### src/rtl/fetch_decode_ctrl_pkg.sv
// Shared types and defaults for the fetch/decode/sequence controller.
package fetch_decode_ctrl_pkg;

    localparam int unsigned PC_W_DEF    = 8;
    localparam int unsigned INSTR_W_DEF = 9;
    localparam int unsigned CNT_W_DEF   = 16;

    typedef enum logic [2:0] {
        StIdle,
        StFetch,
        StDecode,
        StExec,
        StWriteback,
        StHalt
    } state_t;

    typedef enum logic [2:0] {
        OpAdd  = 3'b000,
        OpSub  = 3'b001,
        OpAnd  = 3'b010,
        OpLdi  = 3'b011,
        OpLd   = 3'b100,
        OpSt   = 3'b101,
        OpBz   = 3'b110,
        OpHalt = 3'b111
    } opcode_t;

    typedef enum logic [1:0] {
        AluAdd   = 2'b00,
        AluSub   = 2'b01,
        AluAnd   = 2'b10,
        AluPassB = 2'b11
    } alu_op_t;

    typedef enum logic [1:0] {
        PcHold,
        PcInc,
        PcBranch,
        PcZero
    } pc_sel_t;

    // LD/ST use ADD so the ALU forms the memory address.
    function automatic alu_op_t alu_for_op(input opcode_t op);
        case (op)
            OpSub:   return AluSub;
            OpAnd:   return AluAnd;
            OpLdi:   return AluPassB;
            default: return AluAdd;
        endcase
    endfunction

endpackage

### src/rtl/fetch_decode_ctrl_if.sv
// Controller-side bundle: ROM/flag inputs and reg_file/ALU control outputs.
interface fetch_decode_ctrl_if #(
    parameter int unsigned PC_W    = 8,
    parameter int unsigned INSTR_W = 9,
    parameter int unsigned CNT_W   = 16
);

    logic               i_start;
    logic [INSTR_W-1:0] i_instr;
    logic               i_zero;
    logic [PC_W-1:0]    o_pc;
    logic [2:0]         o_reg1;
    logic [2:0]         o_reg2;
    logic [2:0]         o_reg_dest;
    logic               o_reg_wr;
    logic               o_mem_wr;
    logic [1:0]         o_alu_op;
    logic               o_sel_imm;
    logic               o_sel_mem;
    logic               o_done;
    logic [CNT_W-1:0]   o_cycle_count;

    modport master (
        input  i_start, i_instr, i_zero,
        output o_pc, o_reg1, o_reg2, o_reg_dest, o_reg_wr, o_mem_wr,
        output o_alu_op, o_sel_imm, o_sel_mem, o_done, o_cycle_count
    );

    modport slave (
        output i_start, i_instr, i_zero,
        input  o_pc, o_reg1, o_reg2, o_reg_dest, o_reg_wr, o_mem_wr,
        input  o_alu_op, o_sel_imm, o_sel_mem, o_done, o_cycle_count
    );

endinterface

### src/rtl/fetch_decode_ctrl_pc_unit.sv
// Program counter: hold, +1, +sign-extended 6-bit offset, or load zero.
module fetch_decode_ctrl_pc_unit
    import fetch_decode_ctrl_pkg::*;
#(
    parameter int unsigned PC_W = PC_W_DEF
) (
    input  logic            i_clk,
    input  logic            i_rst,
    input  pc_sel_t         i_sel,
    input  logic [5:0]      i_off6,
    output logic [PC_W-1:0] o_pc
);

    logic [PC_W-1:0] r_pc;
    logic [PC_W-1:0] w_pc_next;
    logic [PC_W-1:0] w_off_sext;

    assign w_off_sext = {{(PC_W-6){i_off6[5]}}, i_off6};

    // Additions are modulo 2^PC_W, so 255+1 and backward branches wrap naturally.
    always_comb begin
        w_pc_next = r_pc;
        case (i_sel)
            PcInc:    w_pc_next = r_pc + PC_W'(1);
            PcBranch: w_pc_next = r_pc + w_off_sext;
            PcZero:   w_pc_next = '0;
            default:  w_pc_next = r_pc;
        endcase
    end

    always_ff @(posedge i_clk or posedge i_rst) begin
        if (i_rst) begin
            r_pc <= '0;
        end else begin
            r_pc <= w_pc_next;
        end
    end

    assign o_pc = r_pc;

endmodule

### src/rtl/fetch_decode_ctrl.sv
// Multi-cycle fetch/decode/sequence controller: FSM, IR, decode and cycle counter.
module fetch_decode_ctrl
    import fetch_decode_ctrl_pkg::*;
#(
    parameter int unsigned PC_W    = PC_W_DEF,
    parameter int unsigned INSTR_W = INSTR_W_DEF,
    parameter int unsigned CNT_W   = CNT_W_DEF
) (
    input logic                i_clk,
    input logic                i_rst,
    fetch_decode_ctrl_if.master bus
);

    state_t             r_state;
    state_t             w_state_next;
    logic [INSTR_W-1:0] r_ir;
    logic [CNT_W-1:0]   r_cnt;

    opcode_t            w_op;
    pc_sel_t            w_pc_sel;
    logic               w_ir_load;
    logic               w_cnt_clr;
    logic               w_reg_wr;
    logic               w_mem_wr;
    alu_op_t            w_alu_op;
    logic               w_sel_imm;
    logic               w_sel_mem;
    logic [PC_W-1:0]    w_pc;

    assign w_op = opcode_t'(r_ir[8:6]);

    always_comb begin
        w_state_next = r_state;
        w_pc_sel     = PcHold;
        w_ir_load    = 1'b0;
        w_cnt_clr    = 1'b0;
        w_reg_wr     = 1'b0;
        w_mem_wr     = 1'b0;
        w_alu_op     = AluAdd;
        w_sel_imm    = 1'b0;
        w_sel_mem    = 1'b0;
        case (r_state)
            StIdle, StHalt: begin
                if (bus.i_start) begin
                    w_state_next = StFetch;
                    w_pc_sel     = PcZero;
                    w_cnt_clr    = 1'b1;
                end
            end
            StFetch: begin
                w_ir_load    = 1'b1;
                w_state_next = StDecode;
            end
            StDecode: begin
                w_state_next = (w_op == OpHalt) ? StHalt : StExec;
            end
            StExec: begin
                w_alu_op  = alu_for_op(w_op);
                w_sel_imm = (w_op == OpLdi);
                w_sel_mem = (w_op == OpLd);
                case (w_op)
                    OpSt: begin
                        w_mem_wr     = 1'b1;
                        w_pc_sel     = PcInc;
                        w_state_next = StFetch;
                    end
                    OpBz: begin
                        w_pc_sel     = bus.i_zero ? PcBranch : PcInc;
                        w_state_next = StFetch;
                    end
                    default: w_state_next = StWriteback;
                endcase
            end
            StWriteback: begin
                w_alu_op     = alu_for_op(w_op);
                w_sel_imm    = (w_op == OpLdi);
                w_sel_mem    = (w_op == OpLd);
                w_reg_wr     = 1'b1;
                w_pc_sel     = PcInc;
                w_state_next = StFetch;
            end
            default: w_state_next = StIdle;
        endcase
    end

    always_ff @(posedge i_clk or posedge i_rst) begin
        if (i_rst) begin
            r_state <= StIdle;
            r_ir    <= '0;
            r_cnt   <= '0;
        end else begin
            r_state <= w_state_next;
            if (w_ir_load) begin
                r_ir <= bus.i_instr;
            end
            if (w_cnt_clr) begin
                r_cnt <= '0;
            end else if (r_state != StIdle && r_state != StHalt && r_cnt != '1) begin
                r_cnt <= r_cnt + CNT_W'(1);
            end
        end
    end

    fetch_decode_ctrl_pc_unit #(
        .PC_W (PC_W)
    ) u_pc_unit (
        .i_clk  (i_clk),
        .i_rst  (i_rst),
        .i_sel  (w_pc_sel),
        .i_off6 (r_ir[5:0]),
        .o_pc   (w_pc)
    );

    assign bus.o_pc          = w_pc;
    assign bus.o_reg1        = r_ir[5:3];
    assign bus.o_reg2        = r_ir[2:0];
    assign bus.o_reg_dest    = r_ir[5:3];
    assign bus.o_reg_wr      = w_reg_wr;
    assign bus.o_mem_wr      = w_mem_wr;
    assign bus.o_alu_op      = w_alu_op;
    assign bus.o_sel_imm     = w_sel_imm;
    assign bus.o_sel_mem     = w_sel_mem;
    assign bus.o_done        = (r_state == StHalt);
    assign bus.o_cycle_count = r_cnt;

endmodule

### src/flat_wrapper.sv
// flat-port wrapper written by rule: the top's interface ports become plain ports
module fetch_decode_ctrl_flat import fetch_decode_ctrl_pkg::*;
#(
    parameter int unsigned PC_W    = PC_W_DEF,
    parameter int unsigned INSTR_W = INSTR_W_DEF,
    parameter int unsigned CNT_W   = CNT_W_DEF
)
  (i_clk, i_rst, bus_i_start, bus_i_instr, bus_i_zero, bus_o_pc, bus_o_reg1, bus_o_reg2, bus_o_reg_dest, bus_o_reg_wr, bus_o_mem_wr, bus_o_alu_op, bus_o_sel_imm, bus_o_sel_mem, bus_o_done, bus_o_cycle_count);
  fetch_decode_ctrl_if #(.PC_W(PC_W), .INSTR_W(INSTR_W), .CNT_W(CNT_W)) bus_i ();
  input logic i_clk;
  input logic i_rst;
  input wire logic [$bits(bus_i.i_start)-1:0] bus_i_start;
  input wire logic [$bits(bus_i.i_instr)-1:0] bus_i_instr;
  input wire logic [$bits(bus_i.i_zero)-1:0] bus_i_zero;
  output wire logic [$bits(bus_i.o_pc)-1:0] bus_o_pc;
  output wire logic [$bits(bus_i.o_reg1)-1:0] bus_o_reg1;
  output wire logic [$bits(bus_i.o_reg2)-1:0] bus_o_reg2;
  output wire logic [$bits(bus_i.o_reg_dest)-1:0] bus_o_reg_dest;
  output wire logic [$bits(bus_i.o_reg_wr)-1:0] bus_o_reg_wr;
  output wire logic [$bits(bus_i.o_mem_wr)-1:0] bus_o_mem_wr;
  output wire logic [$bits(bus_i.o_alu_op)-1:0] bus_o_alu_op;
  output wire logic [$bits(bus_i.o_sel_imm)-1:0] bus_o_sel_imm;
  output wire logic [$bits(bus_i.o_sel_mem)-1:0] bus_o_sel_mem;
  output wire logic [$bits(bus_i.o_done)-1:0] bus_o_done;
  output wire logic [$bits(bus_i.o_cycle_count)-1:0] bus_o_cycle_count;
  assign bus_i.i_start = bus_i_start;
  assign bus_i.i_instr = bus_i_instr;
  assign bus_i.i_zero = bus_i_zero;
  assign bus_o_pc = bus_i.o_pc;
  assign bus_o_reg1 = bus_i.o_reg1;
  assign bus_o_reg2 = bus_i.o_reg2;
  assign bus_o_reg_dest = bus_i.o_reg_dest;
  assign bus_o_reg_wr = bus_i.o_reg_wr;
  assign bus_o_mem_wr = bus_i.o_mem_wr;
  assign bus_o_alu_op = bus_i.o_alu_op;
  assign bus_o_sel_imm = bus_i.o_sel_imm;
  assign bus_o_sel_mem = bus_i.o_sel_mem;
  assign bus_o_done = bus_i.o_done;
  assign bus_o_cycle_count = bus_i.o_cycle_count;
  fetch_decode_ctrl #(.PC_W(PC_W), .INSTR_W(INSTR_W), .CNT_W(CNT_W)) u_core (.i_clk(i_clk), .i_rst(i_rst), .bus(bus_i));
endmodule
### config.mk
export PLATFORM = sky130hd
export DESIGN_NAME = fetch_decode_ctrl_flat
export DESIGN_NICKNAME = d
export VERILOG_FILES = /design/src/rtl/fetch_decode_ctrl_pkg.sv /design/src/rtl/fetch_decode_ctrl_if.sv /design/src/rtl/fetch_decode_ctrl_pc_unit.sv /design/src/rtl/fetch_decode_ctrl.sv /design/src/flat_wrapper.sv
export SDC_FILE = /design/constraint.sdc
export NUM_CORES = 1
export LEC_CHECK = 0
export CAP_MARGIN = 30
export CORE_ASPECT_RATIO = 1.4
export CORE_MARGIN = 4
export CORE_UTILIZATION = 37
export DETAILED_ROUTE_END_ITERATION = 10
export PLACE_DENSITY = 0.67
export SETUP_SLACK_MARGIN = 0.2
export SYNTH_ARGS = -nofsm -noshare
export SYNTH_HDL_FRONTEND = slang
export SYNTH_HIERARCHICAL = 1
export SYNTH_SLANG_ARGS = --single-unit
export TNS_END_PERCENT = 50
### constraint.sdc
create_clock -name i_clk -period 3.6 [get_ports i_clk]
set_input_delay 0.72 -clock i_clk [delete_from_list [all_inputs] [get_ports i_clk]]
set_output_delay 0.72 -clock i_clk [all_outputs]
set_load 0.03 [all_outputs]
==> impl_metrics.toml, run 1 <==
[yosys]
ys_warn_count = 6
syn_area_um2 = 2270
synth.top_cell.area_share_pct = 39.7
synthesis.instances = 225
async_flop_share_pct = 100
ys_seq_elements = 36
synthTopCellsByArea = "dfrtp_1 (40%), mux2_2 (5.0%), ha_1 (4.4%)"
synth.largest_area_cell = "dfrtp_1"
synthesis.nets = 247
synthDistinctLibCells = 51
synthFlopType = "dfrtp_1"
syn_avg_cell_area_um2 = 10.1
yosysMostFrequentCell = "dfrtp_1"
synth_seq_area_share_pct = 39.7
synth_edf_count = 0
yosys-top-cells-count = "dfrtp_1 (36), nand2_1 (13), nor2_1 (12)"

[clock_tree]
cts_root_buffer = "clkbuf_8"
cts_setup_buffers = 0
path_clk_slew_ps = 80
cts-buffers-inserted = 5
cts_tree = "yes"
clkLatencyLatePin_ps = 280
hold_buffers = 0
postCtsResizedCells = 0
cts.htree.levels = 2
clkSinkCount = 36
clockBufferDepth = 2

[placement]
numPlacedInstances = 343
gp_congestion = 0.821
port_buffers = 52
place_area_um2 = 2860
dp_hpwl_um = 4070

[power_and_ir_drop]
sw_frac_of_total_pct = 44.8
p_clk_share_pct = 13.8
p_leak_nw = 1.26
switchingPower_mw = 1.15
power_mw = 2.56
power_frac_comb_pct = 57.7
p_per_area_nw_per_um2 = 858
vdd_drop_max_uv = 475
power_frac_seq_pct = 28.5
p_int_mw = 1.42

[global_route]
use_met2_pct = 28.3
grt.met3_usage_pct = 2.89
grt_pass1_vias = 1934
globalRouteMet1Util_pct = 19.5
gr-total-overflow = 0
grt_busiest_layer = "met2"
grt_pass1_wl_um = 9430
grt_usage_pct = 15.9
grt_start_max_net_pins = 29
antenna_found_initial = 0

[setup_path]
r2r-start = "u_core/r_state[2]"
crit_arrival_ps = 3400
endpoint_kind = "register"
cp_top_family = "compound AO/OA/AOI/OAI gates"
cp_num_cells = 13
crit_required_ps = 3800
criticalPathCategory = "in2reg"
r2r_cells = 14
slowest_stage = "clkdlybuf4s50_1"
startpoint_type = "input pin"
cp-endpoint = "u_core/u_pc_unit/o_pc[7]"
crit_start = "bus_i_zero"
crit_path_frequent_cell = "o22ai_1"
path_buf_inv = 2
r2r_end = "u_core/u_pc_unit/o_pc[6]"
r2r_setup_slack_ps = 520
crit_fanout = 6
max_stage_delay_ps = 430
critical_path.cell_chain = "clkdlybuf4s50_1 -> o21a_1 -> o22ai_1 -> nor2b_2 -> buf_4 -> and2_1 -> ha_1 -> a21oi_2 -> o22ai_1 -> o41a_1 -> xor2_1 -> and3_4 -> o31ai_2"

[timing]
slew_viol_final = 0
tightest_slew_ps = 892
period_needed_ps = 3200
setup_violations = 0
timing.final.crit_share_pct = 89.0
hold-worst-slack_ps = 526
grt_setup_unrepaired = "false"
finClkSkew_ps = 7.17
hold_violations = 0
max_slew_margin_pct = 40.3
fmax_mhz = 312

[routing]
postRouteAntennaNets = 0
initialDrtViolationCount = 46
drc = 0
dr.pass1.iters = 4
vias = 1973
routed_wirelength_um = 5410
via_per_inst = 5.62
drt-wirelength-per-cell_um = 15.4

[hold_path]
hp-class = "reg2reg"

[die]
die_w_um = 74.2
rows = 33
die_area_um2 = 7470
die_y_um = 101
start_util_pct = 38.4
ios = 53
coreArea_um2 = 5900

[layout]
fin_nets = 302
n_fill_cell = 568
drive_above_1_share_pct = 14.9
fin_cells = 351
antennaDiodeCount = 0
regArea_um2 = 901
area_growth_pct = 31.7
final_cell_area_um2 = 2990
multi_input_area_um2 = 1260

[run]
cap_violations = 0

[status]
status = "finished clean"
==> metrics by stage <==
| step | worst slack (ps) | utilization, % | setup TNS [ps] |
|---|---|---|---|
| global placement | 37.8 | 48.4 | 0 |
| finish | 397 | 50.6 | 0 |
| floorplan | 264 | - | 0 |
| global route | 257 | 50.6 | 0 |
| detailed placement | -37.8 | 48.4 | -62.5 |
| CTS | 275 | 50.2 | 0 |
==> cells by family (layout without fill, tap and decap cells) <==
logic type | count (synthesis) | in the layout | share of synthesized area [%]
simple gates | 84 | 84 | 22.3
compound gates | 52 | 52 | 17.4
mux | 14 | 14 | 6.73
flops | 36 | 36 | 39.7
fa+ha+maj | 9 | 9 | 5.30
xor+xnor | 8 | 8 | 3.09
buf+inv | 22 | 78 | 5.46
==> layout by cell type (no fill, tap or decap), types with 3 or more instances in the layout <==
cell and instances:
mux2_2 10, nand4_1 5, o31ai_1 3, nor3_1 4
mux2i_1 4, a21oi_2 3, nand2b_1 4, clkdlybuf4s50_1 51
xor2_1 4, xnor2_1 4, buf_4 10, nand2_1 13
inv_1 8, o311ai_0 3, nor2_1 11, and3_1 3
a22o_1 6, ha_1 7, o41ai_1 3, clkbuf_8 5
a21o_1 3, nand3_1 9, nor4_1 4, and2_1 9
a21oi_1 6, dfrtp_1 36, o21ai_0 5, or4_1 3
a221o_1 4, nor2b_1 3
==> how the worst min path moves through the flow <==
| stage | from | to | slack [ps] | depth (start not counted) |
|---|---|---|---|---|
| 2_1_floorplan | u_core/r_ir[0] | u_core/r_ir[0] | 500 | 1 |
| 3_3_place_gp | u_core/u_pc_unit/o_pc[5] | u_core/u_pc_unit/o_pc[5] | 520 | 1 |
| 3_5_place_dp | u_core/r_ir[0] | u_core/r_ir[0] | 510 | 1 |
| 4_1_cts | u_core/r_ir[0] | u_core/r_ir[0] | 530 | 1 |
| 5_1_grt | u_core/r_ir[0] | u_core/r_ir[0] | 550 | 1 |
| 6_report | u_core/r_ir[0] | u_core/r_ir[0] | 530 | 1 |
==> power by group through the flow <==
stage	Sequential [mW]	Clock, mW	Combinational (mW)
after global placement	0.739	0	1.44
after floorplan	0.794	0	0.986
after CTS	0.734	0.374	1.47
after global routing	0.765	0.386	1.61
after detailed placement	0.741	0	1.47
final	0.730	0.354	1.48
==> area by class of cell <==
type	instances	share of cell area (%)
clock buffers	6	2.43
clock inverters	2	1.17
inverters	8	1.01
multi-input cells	167	42.3
flip-flops and latches	36	30.2
well taps	70	2.93
repair buffers	62	20.0
==> sequential cells by signal, indices dropped and copies added (netlist names) <==
name	count
u_core/bus.o_cycle_count	16
u_core/r_state	3
u_core/u_pc_unit/o_pc	8
u_core/r_ir	9
==> metal layers <==
metal,routed length (um),vias up
met5,0,-
met4,34,0
met3,248,4
met2,2870,57
met1,2260,960
li1,-,952
==> worst reg2reg max path, stage by stage (launching register included) <==
cell	delay [ps]
dfrtp_1	480
nor2b_1	180
nand3_1	150
o31ai_2	300
nor2b_2	180
buf_4	130
nand2b_1	60
ha_1	220
fa_1	410
a21o_1	190
a21oi_2	170
o21bai_1	80
a21oi_1	150
xnor2_1	80
a22o_1	170
Power figures use the tool's default switching activity.
==> run 2: changes to the inputs <==
--- a/config.mk
+++ b/config.mk
@@ -10,7 +10,7 @@
 export CORE_MARGIN = 4
 export CORE_UTILIZATION = 37
 export DETAILED_ROUTE_END_ITERATION = 10
-export PLACE_DENSITY = 0.67
+export PLACE_DENSITY = 0.64
 export SETUP_SLACK_MARGIN = 0.2
 export SYNTH_ARGS = -nofsm -noshare
 export SYNTH_HDL_FRONTEND = slang
==> constraint.sdc (replaced) <==
create_clock -name i_clk -period 3.8 [get_ports i_clk]
set_input_delay 0.76 -clock i_clk [delete_from_list [all_inputs] [get_ports i_clk]]
set_output_delay 0.76 -clock i_clk [all_outputs]
set_load 0.03 [all_outputs]
==> run 2 against run 1 <==
Hold slack improved by 12 ps. Total power down 4.6%. Critical endpoint unchanged. Utilization fell by 0.38 points. Die area unchanged. Largest cell class unchanged. Clock power grew 4%. Cell count shrank 0.85%. Clock skew fell by 1.7 ps. Sequential power is 4.9% lower. Largest power group unchanged. Highest routed layer unchanged. Count of clock-buffer cells in the layout grew 1. Combinational power down 7%.
==> impl_metrics.toml, run 2 (synthesis results as in run 1) <==
[global_route]
grt_pass1_wl_um = 9270
gr-total-overflow = 0
grt_start_max_net_pins = 29
antenna_found_initial = 0
grt_pass1_vias = 1979
grt_usage_pct = 15.7

[routing]
drc = 0
initialDrtViolationCount = 61
postRouteAntennaNets = 0
routed_wirelength_um = 5430
dr.pass1.iters = 4
vias = 1944
via_per_inst = 5.59
drt-wirelength-per-cell_um = 15.6

[placement]
dp_hpwl_um = 3990
port_buffers = 52
gp_congestion = 0.774
place_area_um2 = 2830

[timing]
grt_setup_unrepaired = "true"
hold_violations = 0
max_slew_margin_pct = 61.5
timing.final.crit_share_pct = 89.7
period_needed_ps = 3410
tightest_slew_ps = 576
finClkSkew_ps = 5.46
slew_viol_final = 0
setup_violations = 0
fin_tns_setup_ps = 0
fmax_mhz = 293

[layout]
final_common_cell = "clkdlybuf4s50_1"
final_cell_mix = "clkdlybuf4s50_1 (52), dfrtp_1 (36), nand2_1 (13)"
area_growth_pct = 30.7
antennaDiodeCount = 0
fin_nets = 299
largest_reg_flops = 16
final_cell_area_um2 = 2970
drive_above_1_share_pct = 12.6

[setup_path]
crit_fanout = 6
endpoint_kind = "register"
r2r_setup_slack_ps = 530
path_buf_inv = 2
slowest_stage = "clkdlybuf4s50_1"
startpoint_type = "input pin"
cp_top_family = "compound AO/OA/AOI/OAI gates"
criticalPathCategory = "in2reg"
crit_arrival_ps = 3600
crit_required_ps = 3990
critical_path.cell_chain = "clkdlybuf4s50_1 -> nor2_1 -> nor2_1 -> a21oi_1 -> o22ai_1 -> nor2b_1 -> buf_4 -> and2_1 -> ha_1 -> a21oi_1 -> o22ai_1 -> o41a_1 -> xor2_1 -> and3_4 -> o31ai_2"
max_stage_delay_ps = 540

[clock_tree]
hold_buffers = 0
cts_tree = "yes"
path_clk_slew_ps = 70
cts_root_buffer = "clkbuf_8"
clkSinkCount = 36
clockBufferDepth = 2
cts.htree.levels = 2
clkLatencyLatePin_ps = 280
cts-buffers-inserted = 5

[power_and_ir_drop]
p_leak_nw = 1.24
vdd_drop_max_uv = 349
power_mw = 2.44
p_per_area_nw_per_um2 = 824

[die]
ios = 53
die_w_um = 74.2
coreArea_um2 = 5900
start_util_pct = 38.4
die_area_um2 = 7470
rows = 33
die_y_um = 101

[hold_path]
hp-class = "reg2reg"

[run]
cap_violations = 0

[status]
status = "finished clean"
==> run 2: power by group <==
part / internal, mW / total [mW] / switching, mW
registers: 0.515 / 0.694 / 0.179
logic: 0.617 / 1.38 / 0.767
clock network: 0.232 / 0.367 / 0.135
==> run 2: metal layers <==
layer  vias to the layer above  global-route usage [%]  share of wire [%]
met5                         -                       0                  0
met4                         0                    3.49               0.87
met3                         6                    3.49                4.7
met2                        58                    28.1                 53
met1                       935                    18.9                 41
li1                        945                       -                  -
==> run 2: repair_timing <==
action,CTS,global route
setup buffers,0,0
endpoints found under the setup margin,0,2
resized for setup,0,1
==> run 2: final timing paths <==
check / start / end / cells after the start
max: bus_i_start / u_core/u_pc_unit/o_pc[7] / 15
min: u_core/r_ir[0] / u_core/r_ir[0] / 1
max reg2reg: u_core/r_state[2] / u_core/u_pc_unit/o_pc[7] / 13
min reg2reg: u_core/r_ir[0] / u_core/r_ir[0] / 1
max in group asynchronous: i_rst / u_core/r_state[2] / 3
min in group asynchronous: i_rst / u_core/u_pc_unit/o_pc[4] / 2
==> run 2: through the flow <==
step	utilization (%)	hold WS, ps	setup WS (ps)	cells
final	50.2	538	393	348
after global routing	50.2	559	184	348
after CTS	50.0	540	384	347
after detailed placement	47.9	524	91.4	339
after global placement	47.9	518	126	339
after floorplan	-	496	464	225
==> run 2: cell type report <==
type / count / area (um2)
well taps: 70 / 87.6
repair buffers: 59 / 573
clock buffers: 7 / 96.3
multi-input cells: 167 / 1250
fillers: 574 / 2940
inverters: 8 / 30.0
clock inverters: 1 / 30.0
flip-flops and latches: 36 / 901
==> run 3: changes to the inputs <==
--- a/config.mk
+++ b/config.mk
@@ -8,9 +8,10 @@
 export CAP_MARGIN = 30
 export CORE_ASPECT_RATIO = 1.4
 export CORE_MARGIN = 4
-export CORE_UTILIZATION = 37
+export CORE_UTILIZATION = 51
+export CTS_CLUSTER_DIAMETER = 40
 export DETAILED_ROUTE_END_ITERATION = 10
-export PLACE_DENSITY = 0.64
+export PLACE_DENSITY = 0.83
 export SETUP_SLACK_MARGIN = 0.2
 export SYNTH_ARGS = -nofsm -noshare
 export SYNTH_HDL_FRONTEND = slang
==> run 3 against run 2 <==
First-iteration DRC count rose by 51%. Count of clock-buffer cells in the layout unchanged. Maximum frequency rose by 0.42%. Die area decreased by 25%. Utilization rose by 19 points. Cell count fell by 3.2%. Combinational power about the same. Global-route usage up 4.8 points. Setup slack better by 14 ps. Hold slack worse by 4.4 ps. Clock skew rose by 1.7 ps. Critical path type unchanged. Critical endpoint unchanged. Largest power group unchanged. Highest routed layer unchanged.
==> impl_metrics.toml, run 3 (synthesis results as in run 1) <==
[setup_path]
cp_top_family = "compound AO/OA/AOI/OAI gates"
endpoint_kind = "register"
crit_required_ps = 3990
crit_fanout = 6
path_buf_inv = 3
max_stage_delay_ps = 480
r2r_cells = 13
startpoint_type = "input pin"
slowest_stage = "clkdlybuf4s50_1"
criticalPathCategory = "in2reg"
critical_path.cell_chain = "clkdlybuf4s50_1 -> inv_1 -> o31ai_1 -> nor2b_1 -> buf_4 -> and2_1 -> ha_1 -> a21oi_2 -> o22ai_1 -> o41a_1 -> xor2_1 -> and3_4 -> o31ai_2"
r2r-start = "u_core/r_state[1]"
r2r_end = "u_core/u_pc_unit/o_pc[7]"
r2r_setup_slack_ps = 520
crit_arrival_ps = 3590

[timing]
period_needed_ps = 3390
slew_viol_final = 0
tightest_slew_ps = 920
fmax_mhz = 295
grt_setup_unrepaired = "false"
max_slew_margin_pct = 38.5
finClkSkew_ps = 7.11
timing.final.crit_share_pct = 89.3
hold_violations = 0
fin_tns_setup_ps = 0
setup_violations = 0

[hold_path]
hp-class = "reg2reg"
min_to = "u_core/u_pc_unit/o_pc[5]"
holdPathStages = 1
min_from = "u_core/u_pc_unit/o_pc[5]"

[clock_tree]
cts.htree.levels = 2
cts_root_buffer = "clkbuf_8"
clkLatencyLatePin_ps = 290
cts-buffers-inserted = 5
cts_tree = "yes"
clockBufferDepth = 2
cts_setup_buffers = 0
clkSinkCount = 36
path_clk_slew_ps = 70

[power_and_ir_drop]
p_clk_share_pct = 15.0
p_leak_nw = 1.25
power_frac_comb_pct = 56.7
p_per_area_nw_per_um2 = 829
vdd_drop_max_uv = 447
sw_frac_of_total_pct = 44.4
switchingPower_mw = 1.09
power_mw = 2.45
p_int_mw = 1.36
power_frac_seq_pct = 28.3

[die]
die_area_um2 = 5590
die_w_um = 64.4
rows = 28
ios = 53
coreArea_um2 = 4270
start_util_pct = 53.1
die_y_um = 86.9

[routing]
initialDrtViolationCount = 92
drc = 0
vias = 1968
postRouteAntennaNets = 0
routed_wirelength_um = 5290
dr.pass1.iters = 4
via_per_inst = 5.84
drt-wirelength-per-cell_um = 15.7

[layout]
final_cell_mix = "clkdlybuf4s50_1 (51), dfrtp_1 (36), nand2_1 (13)"
fin_nets = 298
drive_above_1_share_pct = 13.0
area_growth_pct = 30.2
antennaDiodeCount = 0
final_common_cell = "clkdlybuf4s50_1"
largest_reg_flops = 16
final_cell_area_um2 = 2950
final_util_pct = 69.1

[global_route]
grt_pass1_wl_um = 9180
gr-total-overflow = 0
grt_usage_pct = 20.6
grt_start_max_net_pins = 17
antenna_found_initial = 0
grt_pass1_vias = 2003

[run]
cap_violations = 0

[placement]
gp_congestion = 0.862
dp_hpwl_um = 3930
place_area_um2 = 2820
port_buffers = 52

[status]
status = "finished clean"
run 3: worst max-delay path by stage:
stage | start | end | slack (ps) | cells past startpoint
6_report | bus_i_zero | u_core/u_pc_unit/o_pc[7] | 410 | 13
5_1_grt | bus_i_zero | u_core/u_pc_unit/o_pc[7] | 220 | 13
4_1_cts | bus_i_start | u_core/u_pc_unit/o_pc[7] | 350 | 15
3_5_place_dp | bus_i_start | u_core/u_pc_unit/o_pc[7] | 60 | 15
3_3_place_gp | bus_i_start | u_core/u_pc_unit/o_pc[6] | 160 | 16
2_1_floorplan | u_core/r_state[2] | u_core/u_pc_unit/o_pc[7] | 460 | 13
run 3: worst register-to-register path, stage by stage (launching register included):
cell and delay [ps]:
dfrtp_1 470, nor2b_2 270, nand3_1 150, o31ai_1 270, nor2b_1 170, buf_4 150, and2_1 190, ha_1 260
a21oi_2 150, o22ai_1 130, o41a_1 440, xor2_1 200, and3_4 190, o31ai_2 170
run 3: stage by stage:
stage,setup slack (ps),hold slack [ps],cells
finish,407,534,337
global route,223,554,337
floorplan,464,496,225
global placement,163,511,329
detailed placement,63.9,519,329
CTS,352,539,337
run 3: timing repair:
| item | in CTS | in global routing |
|---|---|---|
| resized for setup | 0 | 4 |
| endpoints found under the setup margin | 0 | 1 |
| hold buffers | 0 | 0 |
run 3: routing by layer:
layer	track usage, %	wire [um]	vias to the layer above
met5	0	0	-
met2	38.2	2850	57
met3	3.75	234	4
li1	-	-	940
met4	7.69	59	0
met1	23.2	2150	967
run 3: final cells by class:
| type | count | area, um2 |
|---|---|---|
| clock buffer | 7 | 96.3 |
| timing repair buffer | 58 | 568 |
| tap | 60 | 75.1 |
| sequential | 36 | 901 |
| multi-input combinational | 167 | 1250 |
| fill | 346 | 1320 |
| inverter | 8 | 30.0 |
| clock inverter | 1 | 30.0 |
run 3: power groups by stage:
stage | Sequential (mW) | Combinational (mW) | Clock [mW]
final | 0.693 | 1.39 | 0.367
after detailed placement | 0.700 | 1.37 | 0
after CTS | 0.692 | 1.38 | 0.376
after floorplan | 0.752 | 0.934 | 0
after global placement | 0.693 | 1.34 | 0
after global routing | 0.723 | 1.51 | 0.393
